**config.mk**
```make
export PLATFORM = sky130hd
export DESIGN_NAME = pipeline_stall_ctrl_flat
export DESIGN_NICKNAME = d
export VERILOG_FILES = /design/src/rtl/pipeline_stall_ctrl_if.sv /design/src/rtl/pipeline_stall_ctrl.sv /design/src/flat_wrapper.sv
export SDC_FILE = /design/constraint.sdc
export NUM_CORES = 1
export LEC_CHECK = 0
export CAP_MARGIN = 20
export CORE_ASPECT_RATIO = 1.2
export CORE_MARGIN = 3
export CORE_UTILIZATION = 52
export CTS_CLUSTER_SIZE = 10
export DETAILED_ROUTE_END_ITERATION = 16
export GPL_TIMING_DRIVEN = 0
export PLACE_DENSITY_LB_ADDON = 0.08
export SETUP_SLACK_MARGIN = 0.05
export SLEW_MARGIN = 20
export SYNTH_ARGS = -nofsm -noshare
export SYNTH_HDL_FRONTEND = slang
export SYNTH_SLANG_ARGS = --single-unit
```
**constraint.sdc**
```tcl
create_clock -name clk -period 6.16 [get_ports clk]
set_clock_uncertainty 0.2 [all_clocks]
set_input_delay 1.232 -clock clk [delete_from_list [all_inputs] [get_ports clk]]
set_output_delay 1.232 -clock clk [all_outputs]
set_load 0.03 [all_outputs]
```
**src/rtl/pipeline_stall_ctrl_if.sv**
```systemverilog
// Handshake/bus bundle between the hazard controller and the pipeline stages.
// Master is the pipeline side (requests); slave is pipeline_stall_ctrl.
// Widths follow the controller parameters; instantiate with matching values.
interface pipeline_stall_ctrl_if #(
    parameter int NUM_STAGES = 5,
    parameter int SW         = 3,
    parameter int CNT_W      = 16
);
    logic                  fetch_valid;
    logic [NUM_STAGES-1:0] stall_req;
    logic                  redirect;
    logic [SW-1:0]         redirect_stage;
    logic                  redirect_ack;
    logic [NUM_STAGES-1:0] load;
    logic [NUM_STAGES-1:0] valid;
    logic                  fetch_kill;
    logic [CNT_W-1:0]      stall_cycles;
    logic [CNT_W-1:0]      flush_count;

    modport master (
        output fetch_valid, stall_req, redirect, redirect_stage,
        input  redirect_ack, load, valid, fetch_kill, stall_cycles, flush_count
    );

    modport slave (
        input  fetch_valid, stall_req, redirect, redirect_stage,
        output redirect_ack, load, valid, fetch_kill, stall_cycles, flush_count
    );
endinterface

```
**src/rtl/pipeline_stall_ctrl.sv**
```systemverilog
// Pipeline hazard controller: per-stage valid bits, load enables, bubbles, redirect squash, refill penalty.
// Latency: load/redirect_ack/fetch_kill combinational; valid updates one edge after the decision.
// Backpressure: stage k (oldest stall) freezes stages 0..k; redirects wait (no ack) while their stage is frozen.
module pipeline_stall_ctrl #(
    parameter int NUM_STAGES = 5,
    parameter int SW         = 3,
    parameter int PENALTY    = 2,
    parameter int CNT_W      = 16
) (
    input  logic                   clk,
    input  logic                   reset,
    pipeline_stall_ctrl_if.slave   ctl
);
    localparam int PW = (PENALTY > 0) ? $clog2(PENALTY + 1) : 1;

    logic [NUM_STAGES-1:0] valid_q, valid_d;
    logic [PW-1:0]         pen_q, pen_d;
    logic [CNT_W-1:0]      stall_cnt_q, stall_cnt_d;
    logic [CNT_W-1:0]      flush_cnt_q, flush_cnt_d;

    logic [NUM_STAGES-1:0] frozen;
    logic [NUM_STAGES-1:0] load_w;
    logic                  older_stall;
    logic [SW-1:0]         rstage;
    logic                  rstage_hit;
    logic                  rstage_frozen;
    logic                  ack_w;
    logic                  kill_w;

    assign rstage = ctl.redirect_stage;
    assign kill_w = (pen_q != '0);

    // Freeze mask: a stage is frozen when it or any older stage requests a stall.
    always_comb begin
        frozen      = '0;
        older_stall = 1'b0;
        for (int i = NUM_STAGES - 1; i >= 0; i--) begin
            older_stall = older_stall | ctl.stall_req[i];
            frozen[i]   = older_stall;
        end
    end

    // Redirect acceptance: in-range stage that is not frozen; never during reset.
    always_comb begin
        rstage_hit    = 1'b0;
        rstage_frozen = 1'b0;
        for (int i = 0; i < NUM_STAGES; i++) begin
            if (int'(rstage) == i) begin
                rstage_hit    = 1'b1;
                rstage_frozen = frozen[i];
            end
        end
        ack_w  = ctl.redirect & rstage_hit & ~rstage_frozen & ~reset;
        load_w = reset ? '0 : ~frozen;
    end

    // Next-state: hold frozen stages, bubble just above the oldest stall, advance the rest, then squash younger stages.
    always_comb begin
        valid_d = valid_q;
        valid_d[0] = frozen[0] ? valid_q[0] : (ctl.fetch_valid & ~kill_w);
        for (int i = 1; i < NUM_STAGES; i++) begin
            if (frozen[i])
                valid_d[i] = valid_q[i];
            else if (frozen[i-1])
                valid_d[i] = 1'b0;
            else
                valid_d[i] = valid_q[i-1];
        end
        for (int i = 0; i < NUM_STAGES; i++) begin
            if (ack_w && (i < int'(rstage)))
                valid_d[i] = 1'b0;
        end
    end

    // Refill penalty and saturating performance counters.
    always_comb begin
        pen_d = pen_q;
        if (ack_w)
            pen_d = PW'(PENALTY);
        else if (kill_w && load_w[0])
            pen_d = pen_q - 1'b1;

        stall_cnt_d = stall_cnt_q;
        if ((|ctl.stall_req) && (stall_cnt_q != '1))
            stall_cnt_d = stall_cnt_q + 1'b1;

        flush_cnt_d = flush_cnt_q;
        if (ack_w && (flush_cnt_q != '1))
            flush_cnt_d = flush_cnt_q + 1'b1;
    end

    // State registers with immediate asynchronous clear.
    always_ff @(posedge clk or posedge reset) begin
        if (reset) begin
            valid_q     <= '0;
            pen_q       <= '0;
            stall_cnt_q <= '0;
            flush_cnt_q <= '0;
        end else begin
            valid_q     <= valid_d;
            pen_q       <= pen_d;
            stall_cnt_q <= stall_cnt_d;
            flush_cnt_q <= flush_cnt_d;
        end
    end

    assign ctl.redirect_ack = ack_w;
    assign ctl.load         = load_w;
    assign ctl.valid        = valid_q;
    assign ctl.fetch_kill   = kill_w;
    assign ctl.stall_cycles = stall_cnt_q;
    assign ctl.flush_count  = flush_cnt_q;
endmodule
```
**src/flat_wrapper.sv**
```systemverilog
// flat-port wrapper written by rule: the top's interface ports become plain ports
module pipeline_stall_ctrl_flat 
#(
    parameter int NUM_STAGES = 5,
    parameter int SW         = 3,
    parameter int PENALTY    = 2,
    parameter int CNT_W      = 16
)
  (clk, reset, ctl_fetch_valid, ctl_stall_req, ctl_redirect, ctl_redirect_stage, ctl_redirect_ack, ctl_load, ctl_valid, ctl_fetch_kill, ctl_stall_cycles, ctl_flush_count);
  pipeline_stall_ctrl_if #(.NUM_STAGES(NUM_STAGES), .SW(SW), .CNT_W(CNT_W)) ctl_i ();
  input  logic clk;
  input  logic reset;
  input wire logic [$bits(ctl_i.fetch_valid)-1:0] ctl_fetch_valid;
  input wire logic [$bits(ctl_i.stall_req)-1:0] ctl_stall_req;
  input wire logic [$bits(ctl_i.redirect)-1:0] ctl_redirect;
  input wire logic [$bits(ctl_i.redirect_stage)-1:0] ctl_redirect_stage;
  output wire logic [$bits(ctl_i.redirect_ack)-1:0] ctl_redirect_ack;
  output wire logic [$bits(ctl_i.load)-1:0] ctl_load;
  output wire logic [$bits(ctl_i.valid)-1:0] ctl_valid;
  output wire logic [$bits(ctl_i.fetch_kill)-1:0] ctl_fetch_kill;
  output wire logic [$bits(ctl_i.stall_cycles)-1:0] ctl_stall_cycles;
  output wire logic [$bits(ctl_i.flush_count)-1:0] ctl_flush_count;
  assign ctl_i.fetch_valid = ctl_fetch_valid;
  assign ctl_i.stall_req = ctl_stall_req;
  assign ctl_i.redirect = ctl_redirect;
  assign ctl_i.redirect_stage = ctl_redirect_stage;
  assign ctl_redirect_ack = ctl_i.redirect_ack;
  assign ctl_load = ctl_i.load;
  assign ctl_valid = ctl_i.valid;
  assign ctl_fetch_kill = ctl_i.fetch_kill;
  assign ctl_stall_cycles = ctl_i.stall_cycles;
  assign ctl_flush_count = ctl_i.flush_count;
  pipeline_stall_ctrl #(.NUM_STAGES(NUM_STAGES), .SW(SW), .PENALTY(PENALTY), .CNT_W(CNT_W)) u_core (.clk(clk), .reset(reset), .ctl(ctl_i));
endmodule
```
Word level (Yosys, flattened, before mapping). Cells that the tools add are included.

Logic and storage cells: 78. Input bits: 12. Output and inout port bits: 44. Register bits after elaboration: 39.

Equality and inequality tests: 11. Bitwise operators: 12. Reductions and logical operators: 12. Multiplexer cells: 27. Add/sub/neg operators: 3. Magnitude comparators: 5.

Operators by type and width (number): $add A16 B1 Y16 const B (2); $ne A16 B16 Y1 const B (2); $mux W1 (24); $eq A3 B3 Y1 const B (3); $logic_and A1 B1 Y1 (8); $ne A2 B2 Y1 const B (4); $lt A1 B3 Y1 const A (2); $lt A2 B3 Y1 const A (2); $mux W5 (1); $not A5 Y5 (1); $reduce_or A5 Y1 (1); $and A1 B1 Y1 (4); $mux W2 (2); $or A1 B1 Y1 (4); $reduce_bool A2 Y1 (2); $eq A3 B2 Y1 const B (1); $logic_not A3 Y1 (1); $lt A3 B3 Y1 const A (1); $not A1 Y1 (3); $ne A2 B1 Y1 const B (1); $sub A2 B1 Y2 const B (1).

Depth between registers and ports, before layout.
Depth after elaboration: 14. Gate-level depth with buffers: 8. Gate-level depth less buffers: 6.

Worst setup path before layout. No wires, ideal clock.

Path kind: in2out. From: input ctl_stall_req[3]. To: output ctl_load[0]. Data arrival time: 2.774 ns. Required time: 4.728 ns. Buffers on the path: 3. Path slack: 1.954 ns. Stages: 6. Cells stage by stage: buf_4 > or4_4 > buf_6 > or2_1 > buf_6 > nor2_1.

Longest elaborated chain between the ends: 6.

Ends and longest elaborated chain: start: declaration (line flat_wrapper.sv:14) `input wire logic [$bits(ctl_i.stall_req)-1:0] ctl_stall_req;`; $or A1 B1 Y1 (4 in a row) (line pipeline_stall_ctrl.sv:38) `older_stall = older_stall | ctl.stall_req[i];`; $not A5 Y5 (line pipeline_stall_ctrl.sv:54) `load_w = reset ? '0 : ~frozen;`; $mux W5 (line pipeline_stall_ctrl.sv:54); end: declaration (line flat_wrapper.sv:18) `output wire logic [$bits(ctl_i.load)-1:0] ctl_load;`.

Every way passes these cells.

Worst setup path after layout.
From: input ctl_stall_req[2]. To: output ctl_load[0].

Longest elaborated chain between the ends: 5.

Ends and longest elaborated chain (line): $or A1 B1 Y1 (3 in a row) (pipeline_stall_ctrl.sv:38); $not A5 Y5 (pipeline_stall_ctrl.sv:54); $mux W5 (pipeline_stall_ctrl.sv:54).

Every way passes these cells.

==> impl_metrics.py <==
metrics = {
    "power_and_ir_drop": {
        "p_sw_share_pct": 34.3,
        "comb_power_share_pct": 32.3,
        "pwr_density_cell_nw_per_um2": 314,
        "p_clk_share_pct": 28.5,
        "cellLeakagePower_uw": 0.00123,
        "seqPwrFrac_pct": 39.3,
        "p_switching_uw": 305,
        "ir_worst_vdd_v": 0.000212,
        "p_int_uw": 584,
        "total_power_uw": 888,
    },
    "setup_path": {
        "start_kind": "input pin",
        "cp_max_fo": 7,
        "path_class": "input pin to output port",
        "required_ns": 4.73,
        "crit_arrival_ns": 3.51,
        "path_cells": "clkdlybuf4s50_1, or4_4, buf_6, or2_1, buf_6, nor2_1, clkdlybuf4s50_1",
        "crit_family": "buffers and inverters",
        "cp-end-kind": "output port",
        "slowest_stage": "clkdlybuf4s50_1",
        "slowest_delay_ns": 0.68,
        "cp_num_buf_inv": 4,
    },
    "global_route": {
        "grtUsageTotal_pct": 20.3,
        "grt_max_degree": 26,
        "grt_pass1_wl_um": 7620,
        "grt_pass1_vias": 1680,
        "antenna_found_initial": 0,
        "overflow": 0,
    },
    "sta": {
        "drv_slew": 0,
        "hold_violations": 0,
        "period_minus_slack_ns": 4.94,
        "fin_tns_setup_ns": 0,
        "setup_ws_ns": 1.22,
        "rsz0062_at_grt": "false",
        "period_share_pct": 80.2,
        "max_slew_margin_pct": 71.8,
        "setup_violations": 0,
        "timing.fmax_mhz": 203,
        "tightest_slew_ns": 0.419,
    },
    "synthesis": {
        "yosysMostFrequentCell": "dfrtp_1",
        "synth_top_area_share_pct": 46.7,
        "synthTopCellsByArea": "dfrtp_1, xor2_1, nand3_1",
        "ys_seq_area_share_pct": 46.7,
        "synthesis.nets": 223,
        "netlist_top_cells_count": "dfrtp_1, xor2_1, nor2_1, nand3_1, nand2_1",
        "syn_inst": 208,
        "ys_warn_count": 0,
        "ys.flop_type": "dfrtp_1",
        "synth.avg_cell_area_sq_um": 10.1,
        "async_flop_share_pct": 100,
        "yosys_register_bits": 39,
        "synth_edf_count": 0,
        "synthDistinctLibCells": 42,
        "synth.largest_area_cell": "dfrtp_1",
        "synth.cell_area_sq_um": 2090,
    },
    "cts": {
        "cts_sinks": 39,
        "cts_max_level": 2,
        "cts_hold_buffers": 0,
        "numCtsBuffers": 5,
        "cts_resized": 0,
        "cts_tree": "yes",
        "clk_latency_ns": 0.30,
        "clockBufferDepth": 2,
        "cts_setup_buffers": 0,
        "root_buffer": "clkbuf_8",
        "clk_pin_slew_ns": 0.07,
    },
    "final_layout": {
        "area_growth_pct": 35.3,
        "fin_nets": 283,
        "antenna-diode-count": 0,
        "fill_cells": 274,
        "drive_above_1_share_pct": 9.29,
    },
    "job": {
        "drv_cap": 0,
    },
    "min_path": {
        "hp-class": "flip-flop to flip-flop",
    },
    "placed_design": {
        "place_ws_ns": 1.23,
        "place_hpwl_um": 3350,
        "gp_congestion": 0.790,
        "port_buffers": 52,
    },
    "routing": {
        "drt-total-wl_um": 4520,
        "dr_total_vias": 1756,
        "drt_iter0_markers": 111,
        "via_per_inst": 5.47,
        "post_drt_wl_per_cell_um": 14.1,
        "drt_first_pass_iters": 4,
        "drc": 0,
        "ant_nets": 0,
    },
    "floorplanning": {
        "ios": 56,
        "die_h_um": 75.5,
        "dieArea_sq_um": 4820,
        "row_count": 24,
        "start_util_pct": 55.7,
        "die-width_um": 63.9,
        "core_region_area_sq_um": 3750,
    },
    "run_status": {
        "status": "finished clean",
    },
}
-- metrics by stage --
stage	util (%)	hold WS, ns	instance area, sq um	std cells
6_report	75.4	0.285	2830	321
3_3_place_gp	71.3	0.268	2680	312
3_5_place_dp	71.8	0.277	2700	313
4_1_cts	75.4	0.291	2830	321
5_1_grt	75.4	0.318	2830	321
2_1_floorplan	-	0.283	2090	208
-- power groups by stage --
stage | clock network, uW | logic (uW) | registers [uW]
after floorplan | 0 | 107 | 416
after global placement | 0 | 281 | 352
after detailed placement | 0 | 288 | 352
after CTS | 256 | 290 | 348
after global routing | 268 | 309 | 357
final | 253 | 287 | 349
-- placed cells by master (no fill, tap or decap), types with 6 or more instances in the layout --
| cell type | instances |
|---|---|
| a21oi_1 | 6 |
| clkdlybuf4s50_1 | 52 |
| xnor2_1 | 9 |
| dfrtp_1 | 39 |
| nor2_1 | 18 |
| nand4_1 | 7 |
| nor3_1 | 12 |
| o21ai_0 | 6 |
| nand3_1 | 16 |
| xor2_1 | 19 |
| nand2_1 | 14 |
| and3_1 | 8 |
-- final timing paths --
check / from / end / slack (ns) / cells after the start
hold reg to reg: u_core.ctl.flush_count[4]$_DFFE_PP0P_ / u_core.ctl.flush_count[4]$_DFFE_PP0P_ / 0.29 / 1
max in group asynchronous: reset / u_core.ctl.flush_count[15]$_DFFE_PP0P_ / 4.06 / 3
hold / removal: u_core.ctl.flush_count[4]$_DFFE_PP0P_ / u_core.ctl.flush_count[4]$_DFFE_PP0P_ / 0.29 / 1
setup reg to reg: u_core.ctl.flush_count[0]$_DFFE_PP0P_ / u_core.ctl.flush_count[1]$_DFFE_PP0P_ / 3.87 / 6
setup / recovery: ctl_stall_req[2] / ctl_load[0] / 1.22 / 7
min in group asynchronous: reset / u_core.ctl.valid[1]$_DFFE_PP0P_ / 1.25 / 2
-- per-layer routing --
layer	routed length [um]	track usage [%]	up-vias	part of all wire [%]
met5	0	0	-	0
li1	-	-	851	-
met1	1970	24.5	847	44
met3	251	5.90	5	5.6
met4	69	9.83	0	1.5
met2	2230	33.8	53	49
-- worst register-to-register path: stages, from the launching register on --
cell	delay, ns
dfrtp_1	0.45
ha_1	0.30
nand3_1	0.12
or3_1	0.42
and2b_1	0.33
nor2_1	0.10
mux2_2	0.27
-- area by class of cell --
class	count	area, sq um	area share, %
Clock buffer	6	72.6	2.57
Tap cell	52	65.1	2.30
Buffer	7	52.6	1.86
Multi-Input combinational cell	156	1040	36.8
Timing Repair Buffer	53	541	19.1
Sequential cell	39	976	34.5
Inverter	6	22.5	0.796
Clock inverter	2	60.1	2.12
-- registers in the layout (all words and copies together) (netlist names) --
name / count
u_core.ctl.stall_cycles: 16
u_core.ctl.flush_count: 16
u_core.ctl.valid: 5
u_core.pen_q: 2
-- cell families after synthesis --
kind of cell    count (synthesis)  share of synthesized area (%)
simple gates                   98                           26.3
xor+xnor                       28                           11.7
compound gates                 24                           8.32
buf+inv                        13                           3.59
mux                             3                           1.56
fa+ha+maj                       3                           1.80
flops                          39                           46.7
Note: power is estimated with default switching activity, not from simulation.
==> RTL edit: new RTL, same settings <==
Reset style: synchronous (`reset`), changed in one clocked block. Comments in the files are not updated.
--- a/src/rtl/pipeline_stall_ctrl.sv
+++ b/src/rtl/pipeline_stall_ctrl.sv
@@ -92,3 +92,3 @@
     // State registers with immediate asynchronous clear.
-    always_ff @(posedge clk or posedge reset) begin
+    always_ff @(posedge clk) begin
         if (reset) begin
Formal check against the unedited RTL: differs if reset is asserted again (counterexample within 4 cycles, from zero or initial values and one cycle with reset high); with reset held inactive, the same outputs for 10 cycles.
==> RTL edit against the original RTL <==
Via count grew 19%; first-iteration DRC count grew 35%; wire length grew 20%; area after synthesis grew 0.24%; setup slack lost 0.28 ns; global-route usage grew 2.7 points; non-clock buffer count grew 5; sequential cell count is the same; final area is essentially flat; critical endpoint is now ctl_redirect_ack; largest cell class unchanged.
Power is not compared: it rests on default switching activity, and its combinational part moved more than twofold at a synthesized area within 25%.
==> RTL edit: results (changes against the original RTL) <==
* Hold path start: u_core.ctl.valid[4]$_SDFFE_PP0N_
* CP arrival at 3.78 ns (+0.27 ns)
* Cell class contributing the biggest share of worst-path delay: buffers and inverters
* DR vias at 2,081 (+19%)
* Post-synth ARST share at 0 (-1.000)
* Hold EP: u_core.ctl.valid[4]$_SDFFE_PP0N_
* Outcome: completed
* Nets at 326 (+15%)
* R2R depth at 7 (+1)
* Pre-CTS setup slack at 0.9689 ns (-0.2632 ns)
* Reg2reg setup slack at 3.73 ns (-0.14 ns)
* Reg2Reg Launch Point: u_core.ctl.flush_count[0]$_SDFFE_PP0P_
* Final Routed Wirelength at 5.433 mm (+20%)
* Port Buffers at 53 (+1.9%)
* Pin count of the biggest net entering global routing at 14 (-46%)
* Main synth FF type: dfxtp_1
* CP Max Fanout at 10 (+3)
* Share of cells above drive strength 1 at 0.08974 (-0.003193)
* Relative slew slack at 0.4627 (-0.2551)
* End of the worst register-to-register path: u_core.ctl.flush_count[6]$_SDFFE_PP0P_
* Gpl congestion at 0.8433 (+6.7%)
* Gr usage total at 0.2306 (+0.02739)
* Worst Hold Depth at 2 (+1)
* Netlist cell types at 48 (+14%)
* Dpl hpwl at 3.966 mm (+18%)
* Top post-synthesis cells by area: dfxtp_1 37%, nor2_1 5.7%, xnor2_1 4.6%, a21oi_1 3.8%, nor3_1 3.8%
==> RTL edit: worst reg2reg max path: stages, from the launching register on <==
cell     delay (ns)
dfxtp_1        0.39
ha_1           0.21
nand2_1        0.12
or3_1          0.42
nor4_2         0.31
buf_2          0.30
nor3_1         0.08
mux2_2         0.28
==> RTL edit: per-layer routing <==
layer / share of wire / global-route usage / vias up
li1: - / - / 1038
met4: 0.024 / 0.1199 / 0
met3: 0.033 / 0.03687 / 11
met2: 0.52 / 0.4420 / 61
met1: 0.42 / 0.2447 / 971
met5: 0 / 0 / -
==> RTL edit: final cells by class <==
cell class                      instances  area [um^2]
Multi-Input combinational cell        194         1205
Sequential cell                        39        780.7
Buffer                                 12        87.58
Fill cell                             316        925.9
Timing Repair Buffer                   53        530.5
Inverter                                6        22.52
Clock buffer                            5        68.82
Tap cell                               52        65.06
Clock inverter                          3        67.56
==> RTL edit: metrics by stage <==
| step | instance area (um^2) | total power [mW] | hold slack [ns] | cells | utilization |
|---|---|---|---|---|---|
| after global placement | 2691 | 0.3178 | 0.2707 | 356 | 0.7170 |
| after detailed placement | 2691 | 0.3194 | 0.2924 | 356 | 0.7170 |
| final | 2828 | 0.5717 | 0.3039 | 364 | 0.7533 |
| after CTS | 2828 | 0.5790 | 0.3098 | 364 | 0.7533 |
| after floorplan | 2096 | 0.2953 | 0.2669 | 251 | - |
| after global routing | 2828 | 0.5923 | 0.3224 | 364 | 0.7533 |
==> RTL edit: worst max path at each step <==
| stage | depth (start not counted) | slack [ns] | end |
|---|---|---|---|
| finish | 8 | 0.95 | ctl_redirect_ack |
| global placement | 8 | 1.02 | ctl_redirect_ack |
| CTS | 8 | 0.97 | ctl_redirect_ack |
| floorplan | 3 | 1.81 | ctl_load[1] |
| global route | 8 | 0.77 | ctl_redirect_ack |
| detailed placement | 8 | 0.97 | ctl_redirect_ack |
==> RTL edit: cell families after synthesis <==
family                     count (synthesis)  share of synthesized area
and+or+nand+nor                          124                     0.3248
AOI/OAI and AO/OA                         50                     0.1564
DFF                                       39                     0.3725
buffers and inverters                     18                    0.05253
xor gates and xnor gates                  12                    0.05015
muxes                                      5                    0.02567
adders and majority gates                  3                    0.01791
==> RTL edit: power groups by stage <==
stage	clock, mW	sequential (mW)	combinational, mW
after floorplan	0	0.269	0.0261
after global placement	0	0.264	0.0536
after detailed placement	0	0.264	0.0550
after CTS	0.265	0.258	0.0552
after global routing	0.274	0.259	0.0592
final	0.258	0.258	0.0548
